**config.mk**
```make
export PLATFORM = sky130hd
export DESIGN_NAME = pong_match_controller_flat
export DESIGN_NICKNAME = d
export VERILOG_FILES = /design/src/rtl/pong_pkg.sv /design/src/rtl/pong_if.sv /design/src/rtl/button_edge.sv /design/src/rtl/pong_match_controller.sv /design/src/flat_wrapper.sv
export SDC_FILE = /design/constraint.sdc
export NUM_CORES = 1
export LEC_CHECK = 0
export CAP_MARGIN = 5
export CORE_MARGIN = 2
export CORE_UTILIZATION = 35
export CTS_CLUSTER_SIZE = 10
export DETAILED_ROUTE_END_ITERATION = 16
export PLACE_DENSITY = 0.6
export RECOVER_POWER = 100
export SYNTH_ARGS = -nofsm -noshare
export SYNTH_HDL_FRONTEND = slang
export SYNTH_SLANG_ARGS = --single-unit
```
**constraint.sdc**
```tcl
create_clock -name VGA_CLOCK -period 2.2 [get_ports VGA_CLOCK]
set_input_delay 0.44 -clock VGA_CLOCK [delete_from_list [all_inputs] [get_ports VGA_CLOCK]]
set_output_delay 0.44 -clock VGA_CLOCK [all_outputs]
set_load 0.005 [all_outputs]
```
**src/rtl/pong_pkg.sv**
```systemverilog
// Purpose: shared match-phase encoding, score width and serve-direction constants.
// Latency: none (declarations only).
// Backpressure: none.
package pong_pkg;

  localparam int SCORE_W_DEF = 8;

  // Serve direction, also reused as the WINNER encoding (0 = A, 1 = B)
  localparam logic DIR_A = 1'b0;
  localparam logic DIR_B = 1'b1;

  // Encoding is visible on the STATE debug output and read by the overlay
  typedef enum logic [2:0] {
    ST_IDLE       = 3'd0,
    ST_SERVE_WAIT = 3'd1,
    ST_PLAY       = 3'd2,
    ST_PAUSED     = 3'd3,
    ST_GAME_OVER  = 3'd4
  } state_t;

endpackage

```
**src/rtl/pong_if.sv**
```systemverilog
// Purpose: bundles the match controller's engine/renderer facing signals.
// Latency: none (wiring only).
// Backpressure: none; every signal is a level or a single-cycle pulse.
interface pong_if
  import pong_pkg::*;
#(
  parameter int SCORE_W = SCORE_W_DEF
);
  logic               FRAME_TICK;
  logic               START_BTN;
  logic               PAUSE_BTN;
  logic               MISS_A;
  logic               MISS_B;
  logic               BALL_ENABLE;
  logic               SERVE;
  logic               SERVE_DIR;
  logic [SCORE_W-1:0] SCORE_A;
  logic [SCORE_W-1:0] SCORE_B;
  logic               GAME_OVER;
  logic               WINNER;
  logic [2:0]         STATE;

  // Controller side
  modport master (
    input  FRAME_TICK, START_BTN, PAUSE_BTN, MISS_A, MISS_B,
    output BALL_ENABLE, SERVE, SERVE_DIR, SCORE_A, SCORE_B, GAME_OVER, WINNER, STATE
  );

  // Engine / renderer / button side
  modport slave (
    output FRAME_TICK, START_BTN, PAUSE_BTN, MISS_A, MISS_B,
    input  BALL_ENABLE, SERVE, SERVE_DIR, SCORE_A, SCORE_B, GAME_OVER, WINNER, STATE
  );

endinterface

```
**src/rtl/button_edge.sv**
```systemverilog
// Purpose: registered rising-edge detector for a debounced button level.
// Latency: rise is high for the one cycle after the input is first seen high.
// Backpressure: none; history resets to 1 so a button held through reset gives no edge.
module button_edge (
  input  logic VGA_CLOCK,
  input  logic RESET,
  input  logic btn,
  output logic rise
);

  logic btn_q;

  // Track previous level and register the rise
  always_ff @(posedge VGA_CLOCK) begin
    if (RESET) begin
      btn_q <= 1'b1;
      rise  <= 1'b0;
    end else begin
      btn_q <= btn;
      rise  <= btn & ~btn_q;
    end
  end

endmodule

```
**src/rtl/pong_match_controller.sv**
```systemverilog
// Purpose: pong match sequencer owning phases, scores, serve timing and win decision.
// Latency: all outputs registered; button edges act one cycle after the input rises.
// Backpressure: none; FRAME_TICK/MISS pulses are consumed or ignored in the cycle they arrive.
module pong_match_controller
  import pong_pkg::*;
#(
  parameter int WIN_SCORE          = 11,
  parameter int SERVE_DELAY_FRAMES = 60,
  parameter int SCORE_W            = SCORE_W_DEF
) (
  input  logic   VGA_CLOCK,
  input  logic   RESET,
  pong_if.master bus
);

  localparam int                 CNT_W     = $clog2(SERVE_DELAY_FRAMES + 1);
  localparam logic [CNT_W-1:0]   CNT_LOAD  = CNT_W'(SERVE_DELAY_FRAMES);
  localparam logic [CNT_W-1:0]   CNT_ONE   = CNT_W'(1);
  localparam logic [SCORE_W-1:0] WIN_VAL   = SCORE_W'(WIN_SCORE);
  localparam logic [SCORE_W-1:0] SCORE_ONE = SCORE_W'(1);

  logic start_rise, pause_rise;

  button_edge u_start_edge (
    .VGA_CLOCK (VGA_CLOCK),
    .RESET     (RESET),
    .btn       (bus.START_BTN),
    .rise      (start_rise)
  );

  button_edge u_pause_edge (
    .VGA_CLOCK (VGA_CLOCK),
    .RESET     (RESET),
    .btn       (bus.PAUSE_BTN),
    .rise      (pause_rise)
  );

  state_t             state_q, state_d, saved_q, saved_d;
  logic [CNT_W-1:0]   cnt_q, cnt_d;
  logic [SCORE_W-1:0] score_a_q, score_a_d, score_b_q, score_b_d;
  logic               dir_q, dir_d, winner_q, winner_d;
  logic               serve_q, serve_d, ball_q, ball_d, over_q, over_d;

  // Next-state, scoring and serve-countdown decisions
  always_comb begin
    state_d   = state_q;
    saved_d   = saved_q;
    cnt_d     = cnt_q;
    score_a_d = score_a_q;
    score_b_d = score_b_q;
    dir_d     = dir_q;
    winner_d  = winner_q;
    serve_d   = 1'b0;
    case (state_q)
      ST_IDLE, ST_GAME_OVER: begin
        if (start_rise) begin
          score_a_d = '0;
          score_b_d = '0;
          dir_d     = DIR_A;
          cnt_d     = CNT_LOAD;
          state_d   = ST_SERVE_WAIT;
        end
      end
      ST_SERVE_WAIT: begin
        // A pause edge freezes the countdown even if a tick lands in the same cycle
        if (pause_rise) begin
          saved_d = ST_SERVE_WAIT;
          state_d = ST_PAUSED;
        end else if (bus.FRAME_TICK) begin
          if (cnt_q <= CNT_ONE) begin
            cnt_d   = '0;
            serve_d = 1'b1;
            state_d = ST_PLAY;
          end else begin
            cnt_d = cnt_q - CNT_ONE;
          end
        end
      end
      ST_PLAY: begin
        // Misses outrank a simultaneous pause edge; MISS_A outranks MISS_B
        if (bus.MISS_A) begin
          score_b_d = score_b_q + SCORE_ONE;
          dir_d     = DIR_A;
          if (score_b_d == WIN_VAL) begin
            winner_d = DIR_B;
            state_d  = ST_GAME_OVER;
          end else begin
            cnt_d   = CNT_LOAD;
            state_d = ST_SERVE_WAIT;
          end
        end else if (bus.MISS_B) begin
          score_a_d = score_a_q + SCORE_ONE;
          dir_d     = DIR_B;
          if (score_a_d == WIN_VAL) begin
            winner_d = DIR_A;
            state_d  = ST_GAME_OVER;
          end else begin
            cnt_d   = CNT_LOAD;
            state_d = ST_SERVE_WAIT;
          end
        end else if (pause_rise) begin
          saved_d = ST_PLAY;
          state_d = ST_PAUSED;
        end
      end
      ST_PAUSED: begin
        if (pause_rise) begin
          state_d = saved_q;
        end
      end
      default: state_d = ST_IDLE;
    endcase
    ball_d = (state_d == ST_PLAY);
    over_d = (state_d == ST_GAME_OVER);
  end

  // State, counter, scores and registered outputs
  always_ff @(posedge VGA_CLOCK) begin
    if (RESET) begin
      state_q   <= ST_IDLE;
      saved_q   <= ST_IDLE;
      cnt_q     <= '0;
      score_a_q <= '0;
      score_b_q <= '0;
      dir_q     <= DIR_A;
      winner_q  <= DIR_A;
      serve_q   <= 1'b0;
      ball_q    <= 1'b0;
      over_q    <= 1'b0;
    end else begin
      state_q   <= state_d;
      saved_q   <= saved_d;
      cnt_q     <= cnt_d;
      score_a_q <= score_a_d;
      score_b_q <= score_b_d;
      dir_q     <= dir_d;
      winner_q  <= winner_d;
      serve_q   <= serve_d;
      ball_q    <= ball_d;
      over_q    <= over_d;
    end
  end

  assign bus.STATE       = state_q;
  assign bus.SCORE_A     = score_a_q;
  assign bus.SCORE_B     = score_b_q;
  assign bus.SERVE_DIR   = dir_q;
  assign bus.WINNER      = winner_q;
  assign bus.SERVE       = serve_q;
  assign bus.BALL_ENABLE = ball_q;
  assign bus.GAME_OVER   = over_q;

endmodule

```
**src/flat_wrapper.sv**
```systemverilog
// flat-port wrapper written by rule: the top's interface ports become plain ports
module pong_match_controller_flat import pong_pkg::*;
#(
  parameter int WIN_SCORE          = 11,
  parameter int SERVE_DELAY_FRAMES = 60,
  parameter int SCORE_W            = SCORE_W_DEF
)
  (VGA_CLOCK, RESET, bus_FRAME_TICK, bus_START_BTN, bus_PAUSE_BTN, bus_MISS_A, bus_MISS_B, bus_BALL_ENABLE, bus_SERVE, bus_SERVE_DIR, bus_SCORE_A, bus_SCORE_B, bus_GAME_OVER, bus_WINNER, bus_STATE);
  pong_if #(.SCORE_W(SCORE_W)) bus_i ();
  input  logic VGA_CLOCK;
  input  logic RESET;
  input wire logic [$bits(bus_i.FRAME_TICK)-1:0] bus_FRAME_TICK;
  input wire logic [$bits(bus_i.START_BTN)-1:0] bus_START_BTN;
  input wire logic [$bits(bus_i.PAUSE_BTN)-1:0] bus_PAUSE_BTN;
  input wire logic [$bits(bus_i.MISS_A)-1:0] bus_MISS_A;
  input wire logic [$bits(bus_i.MISS_B)-1:0] bus_MISS_B;
  output wire logic [$bits(bus_i.BALL_ENABLE)-1:0] bus_BALL_ENABLE;
  output wire logic [$bits(bus_i.SERVE)-1:0] bus_SERVE;
  output wire logic [$bits(bus_i.SERVE_DIR)-1:0] bus_SERVE_DIR;
  output wire logic [$bits(bus_i.SCORE_A)-1:0] bus_SCORE_A;
  output wire logic [$bits(bus_i.SCORE_B)-1:0] bus_SCORE_B;
  output wire logic [$bits(bus_i.GAME_OVER)-1:0] bus_GAME_OVER;
  output wire logic [$bits(bus_i.WINNER)-1:0] bus_WINNER;
  output wire logic [$bits(bus_i.STATE)-1:0] bus_STATE;
  assign bus_i.FRAME_TICK = bus_FRAME_TICK;
  assign bus_i.START_BTN = bus_START_BTN;
  assign bus_i.PAUSE_BTN = bus_PAUSE_BTN;
  assign bus_i.MISS_A = bus_MISS_A;
  assign bus_i.MISS_B = bus_MISS_B;
  assign bus_BALL_ENABLE = bus_i.BALL_ENABLE;
  assign bus_SERVE = bus_i.SERVE;
  assign bus_SERVE_DIR = bus_i.SERVE_DIR;
  assign bus_SCORE_A = bus_i.SCORE_A;
  assign bus_SCORE_B = bus_i.SCORE_B;
  assign bus_GAME_OVER = bus_i.GAME_OVER;
  assign bus_WINNER = bus_i.WINNER;
  assign bus_STATE = bus_i.STATE;
  pong_match_controller #(.WIN_SCORE(WIN_SCORE), .SERVE_DELAY_FRAMES(SERVE_DELAY_FRAMES), .SCORE_W(SCORE_W)) u_core (.VGA_CLOCK(VGA_CLOCK), .RESET(RESET), .bus(bus_i));
endmodule
```
After elaboration in Yosys (flattened, before gate mapping). Cells that the tools add are included.

$add $sub $neg: 3. $lt $le $gt $ge: 1. Equal/unequal tests: 21. Muxes and demuxes: 40. Bitwise gates (word level): 6. Reduce and logical (&&, ||, !) cells: 14.

Operators with widths (number): two-way mux 6 bit (8); two-way mux 3 bit (14); two-way mux 8 bit (4); case mux 8 bit (2 select lines) (2); != test 2 bit (second input constant) (9); case mux 6 bit (3 select lines) (1); adder 8 x 1 -> 8 bit (second input constant) (2); equality test 8 x 4 -> 1 bit (second input constant) (2); case mux 3 bit (4 select lines) (1); equality test 3 x 2 -> 1 bit (second input constant) (3); != test 3 bit (second input constant) (3); two-way mux 1 bit (8); AND reduction 4 bit (2); nonzero test 2 bit (4); AND reduction 7 bit (1); equality test 3 bit (second input constant) (2); less-or-equal comparator 6 x 1 -> 1 bit (second input constant) (1); case mux 3 bit (2 select lines) (1); AND reduction 3 bit (2); subtractor 6 x 1 -> 6 bit (second input constant) (1); AND reduction 5 bit (1); inverter 1 bit (4); OR reduction 4 bit (1); equality test 3 x 1 -> 1 bit (second input constant) (1); other kinds (6) (7).

Register bits: 37. Input bits: 7. Output and inout port bits: 24. Logic and storage cells: 99.

Depth between registers and ports, before layout.
Word-level depth: 7. Gate-level depth with buffers: 8. Mapped depth without buffers: 8.

Cells and area by module. From an unflattened synthesis, not the netlist that was laid out.

Cells, all modules: 252. Area total of the unflattened synthesis: 2031.9 um2.

By module, submodules not included: pong_match_controller (times used 1, cells each 244, area each 1914.3 um2, sequential area each 640.6 um2); button_edge (times used 2, cells each 4, area each 58.8 um2, sequential area each 40.0 um2).

Least setup slack after synthesis. OpenSTA, ideal clock, no wires.

Path type: register -> register. Start point: reg u_core.score_b_q[1], in the netlist u_core.bus.SCORE_B[1]. End point: reg u_core.cnt_q[5]. Setup time: 0.121 ns. Data arrival time: 2.077 ns. Required time: 2.079 ns. Slack: 0.001 ns. Stages on the path, launching flop included: 9. Buffers on the path: 1. Period minus slack after synthesis: 2.199 ns. Path through: dfxtp_1 -> ha_1 -> or3_1 -> nand2_1 -> a21oi_1 -> or4_4 -> buf_6 -> nand3_4 -> mux2_4.

Longest elaborated chain between the ends: 4.

Ends and longest elaborated chain: start: declaration (line pong_match_controller.sv:40) `logic [SCORE_W-1:0] score_a_q, score_a_d, score_b_q, score_b_d;`; start signal: assignment (line pong_match_controller.sv:135) `score_b_q <= score_b_d;`; adder 8 x 1 -> 8 bit (line pong_match_controller.sv:82) `score_b_d = score_b_q + SCORE_ONE;`; equality test 8 x 4 -> 1 bit (line pong_match_controller.sv:84) `if (score_b_d == WIN_VAL) begin`; != test 3 bit (no source line); AND reduction 7 bit (no source line); end signal: assignment (line pong_match_controller.sv:133) `cnt_q <= cnt_d;`; end: declaration (line pong_match_controller.sv:39) `logic [CNT_W-1:0] cnt_q, cnt_d;`.

No other way between the ends. A chain may end at the register's enable or synchronous reset.

Worst setup path in the final report.
Start point: reg u_core.score_b_q[5], in the netlist u_core.bus.SCORE_B[5]. End point: reg u_core.cnt_q[0].

The elaborated chain is that of the path after synthesis.

==> results.yml <==
outcome:
  status: "finished, final reports clean"
clocking:
  insertion_delay_ns: 0.27
  root_buffer: "sky130_fd_sc_hd__clkbuf_8"
  clock_tree_from_tritoncts: "done"
  clock_sinks: 36
  cts_post_setup_buffers_inserted: 0
  cts_buffer_depth: 2
  cts_hold_buf: 0
  post_cts_resized: 0
  numCtsBuffers: 5
  cts_htree_levels: 2
  clkSlewWorstSetupHoldPaths_ns: 0.07
logic_synthesis:
  synth.most_common_cell: "sky130_fd_sc_hd__dfxtp_1"
  netlist_area_um2: 2060
  yosysTopAreaCellShare: 0.350
  ys_types: 53
  synth.ff_latch_count: 36
  synth.yosys.warnings: 0
  ys_async_sr_fraction: 0
  synth_sequential_area_ratio: 0.350
  synth_ff_type: "sky130_fd_sc_hd__dfxtp_1"
  syn-mean-instance-area_um2: 7.97
  edff_count_synth: 0
  synth_largest_area_cell: "sky130_fd_sc_hd__dfxtp_1"
  synth_top_cells_by_area: "sky130_fd_sc_hd__dfxtp_1 35%, sky130_fd_sc_hd__nor2_1 6.2%, sky130_fd_sc_hd__a21oi_1 4.9%"
  post_synth_inst_count: 258
  mappedNetlistNets: 271
  synth.top_cells.by_count: "36 x sky130_fd_sc_hd__dfxtp_1, 34 x sky130_fd_sc_hd__nor2_1, 20 x sky130_fd_sc_hd__a21oi_1"
layout:
  layout.filler_cells: 575
  drive_gt1_frac: 0.121
  sequential_cell_area_um2: 723
  stdcell_count: 379
  n_antenna_cell: 0
  synthToLayoutAreaGrowth_pct: 29.4
  layout.nets: 319
  multi_input_gate_area_um2: 1280
timing:
  clock_skew_ns: 0.00556
  hold_ws_ns: 0.406
  drv_slew: 0
  finalWorstPathRequiredPeriod_ns: 2.11
  worst_max_slew_margin_expressed_relative_to_the_limit: 0.621
  worst_pin_slew_ns: 0.564
  setup_total_neg_slack_ns: 0
  hold_vio_cnt_final: 0
  min_period_over_period: 0.959
  rsz_0062_raised_after_global_routing: "no"
  final-setup-viol-count: 0
  fmax_mhz: 474
setup_path:
  cp-start-kind: "flip-flop"
  critical_path_peak_fanout: 7
  setup.worst_path.end_class: "flip-flop"
  worstPathRequired_ns: 2.37
  critical_path_arrival_ns: 2.28
  timing.setup.critical_path_class: "flip-flop to flip-flop"
power_and_ir_drop:
  leakage_nw: 1.03
  vdd_drop_max_v: 0.000261
  power.density_nw_per_um2: 474
floorplanning:
  top_level_ports: 31
  placementRows: 27
  design.die.area_um2: 6510
  die_x_um: 80.7
  floorplan.die.height_um: 80.7
  design.core.area_um2: 5610
  initial_core_utilization: 0.367
routing:
  detail_route.first_pass.iterations: 6
  initialDrtViolationCount: 137
  per_cell_via_count_in_the_routed_design: 5.40
  routedWlPerCell_um: 13.4
  count_of_vias_placed_by_the_detailed_router: 2048
  post-route-drc-count: 0
  postRouteWirelength_um: 5080
  antenna_violation_net_count_after_detailed_routing: 0
place:
  gp_routability_congestion: 0.858
  placedCellCount: 371
  dp.final_hpwl_um: 3700
  placement.io_buffers: 30
grt:
  globalRoute.totalOverflow: 0
  grtUsageTotal: 0.162
  grt_first_pass_wirelength_um: 8420
  initial_antenna_violation_count: 0
  via_count_of_the_first_global_routing_pass: 1773
  maximum_number_of_pins_on_one_net_before_global_route_repair: 29
flow_run:
  max_cap_viol_count: 0
worst_hold_path:
  hold_path_class: "flip-flop to flip-flop"
==> stage by stage <==
stage	util	cell area (um^2)	setup slack [ns]	power, mW
2_1_floorplan	-	2060	0.00140	0.762
3_3_place_gp	0.458	2570	0.0252	0.804
3_5_place_dp	0.458	2570	0.0226	0.803
4_1_cts	0.474	2660	0.0512	1.28
5_1_grt	0.475	2660	0.00877	1.33
6_report	0.475	2660	0.0903	1.26
==> report_power, final <==
group          leakage (nW)  internal (mW)  switching (mW)
Combinational         0.687         0.0515          0.0649
Sequential            0.292          0.662         0.00980
Clock                0.0510          0.250           0.223
Total                  1.03          0.963           0.297
==> sequential cells by signal, indices dropped and copies added, names as in the netlist <==
register and count:
u_core.bus.SCORE_A 8, u_core.bus.SERVE_DIR 1, u_core.bus.GAME_OVER 1, u_core.bus.SCORE_B 8, u_core.u_start_edge.rise 1, u_core.u_start_edge.btn_q 1
u_core.bus.SERVE 1, u_core.u_pause_edge.btn_q 1, u_core.u_pause_edge.rise 1, u_core.bus.BALL_ENABLE 1, u_core.cnt_q 6, u_core.bus.STATE 3
u_core.bus.WINNER 1, u_core.saved_q 2
==> worst max-delay path, cell delays in order, from the launching register on <==
cell and delay (ns):
sky130_fd_sc_hd__dfxtp_1 0.36, sky130_fd_sc_hd__or3_1 0.38, sky130_fd_sc_hd__a31oi_1 0.15, sky130_fd_sc_hd__a21oi_1 0.08
sky130_fd_sc_hd__or4_4 0.57, sky130_fd_sc_hd__nand3_4 0.16, sky130_fd_sc_hd__mux2_4 0.30
==> path summary, 6_finish.rpt <==
check | startpoint | to | slack [ns] | cells past startpoint
setup / recovery | u_core.bus.SCORE_B[5] | u_core.cnt_q[0] | 0.09 | 6
hold / removal | u_core.u_start_edge.btn_q | u_core.u_start_edge.rise | 0.41 | 1
setup reg to reg | u_core.bus.SCORE_B[5] | u_core.cnt_q[0] | 0.09 | 6
hold reg to reg | u_core.u_start_edge.btn_q | u_core.u_start_edge.rise | 0.41 | 1
==> metal layers <==
metal	vias up	wire length (um)	global-route usage
met2	44	2170	0.244
met5	-	0	0
met3	2	194	0.0326
met4	0	23	0.0339
met1	957	2690	0.237
li1	1045	-	-
==> layout make-up <==
| cell class | count | share of cell area |
|---|---|---|
| Clock buffer | 6 | 0.0310 |
| Tap cell | 72 | 0.0339 |
| Sequential cell | 36 | 0.272 |
| Timing Repair Buffer | 53 | 0.167 |
| Inverter | 8 | 0.0113 |
| Clock inverter | 2 | 0.00376 |
| Multi-Input combinational cell | 202 | 0.481 |
==> layout by cell type (no fill, tap or decap), types with 2 or more instances in the layout <==
cell type                         Yosys  routed
sky130_fd_sc_hd__or3_1               10      10
sky130_fd_sc_hd__ha_1                 6       4
sky130_fd_sc_hd__nor4_1               2       2
sky130_fd_sc_hd__a21oi_1             20      20
sky130_fd_sc_hd__or4_1                4       4
sky130_fd_sc_hd__nand3_1              8       8
sky130_fd_sc_hd__and3_1               6       6
sky130_fd_sc_hd__nor2b_1              5       5
sky130_fd_sc_hd__clkbuf_8             0       6
sky130_fd_sc_hd__inv_1                8       8
sky130_fd_sc_hd__nor3_1               3       3
sky130_fd_sc_hd__a32oi_1              2       2
sky130_fd_sc_hd__and4_1               3       3
sky130_fd_sc_hd__clkbuf_1            10       7
sky130_fd_sc_hd__or2_1                3       3
sky130_fd_sc_hd__nor2_1              34      34
sky130_fd_sc_hd__a311oi_1             3       3
sky130_fd_sc_hd__nand2b_1             6       6
sky130_fd_sc_hd__a31oi_1              8       8
sky130_fd_sc_hd__clkdlybuf4s50_1      0      10
sky130_fd_sc_hd__clkinv_2             0       2
sky130_fd_sc_hd__dfxtp_2              0       2
sky130_fd_sc_hd__o21ai_0              6      11
sky130_fd_sc_hd__nand4_1              6       6
sky130_fd_sc_hd__o21a_1               2       2
sky130_fd_sc_hd__nor3b_1              5       5
sky130_fd_sc_hd__o21ai_1             10       5
sky130_fd_sc_hd__nand2_1             19      19
sky130_fd_sc_hd__dlygate4sd3_1        0      20
sky130_fd_sc_hd__dfxtp_1             36      34
sky130_fd_sc_hd__mux2_4               3       3
sky130_fd_sc_hd__mux2i_1              3       3
sky130_fd_sc_hd__buf_4                0      15
==> logic make-up after synthesis <==
kind of cell | synth area share
flip-flops | 0.350
multiplexers | 0.0365
buffers and inverters | 0.0408
AND/OR/NAND/NOR | 0.332
AO/OA/AOI/OAI | 0.200
adder cells (fa/ha/maj) | 0.0365
XOR/XNOR | 0.00426
No activity file was read; power rests on OpenSTA's default activity.
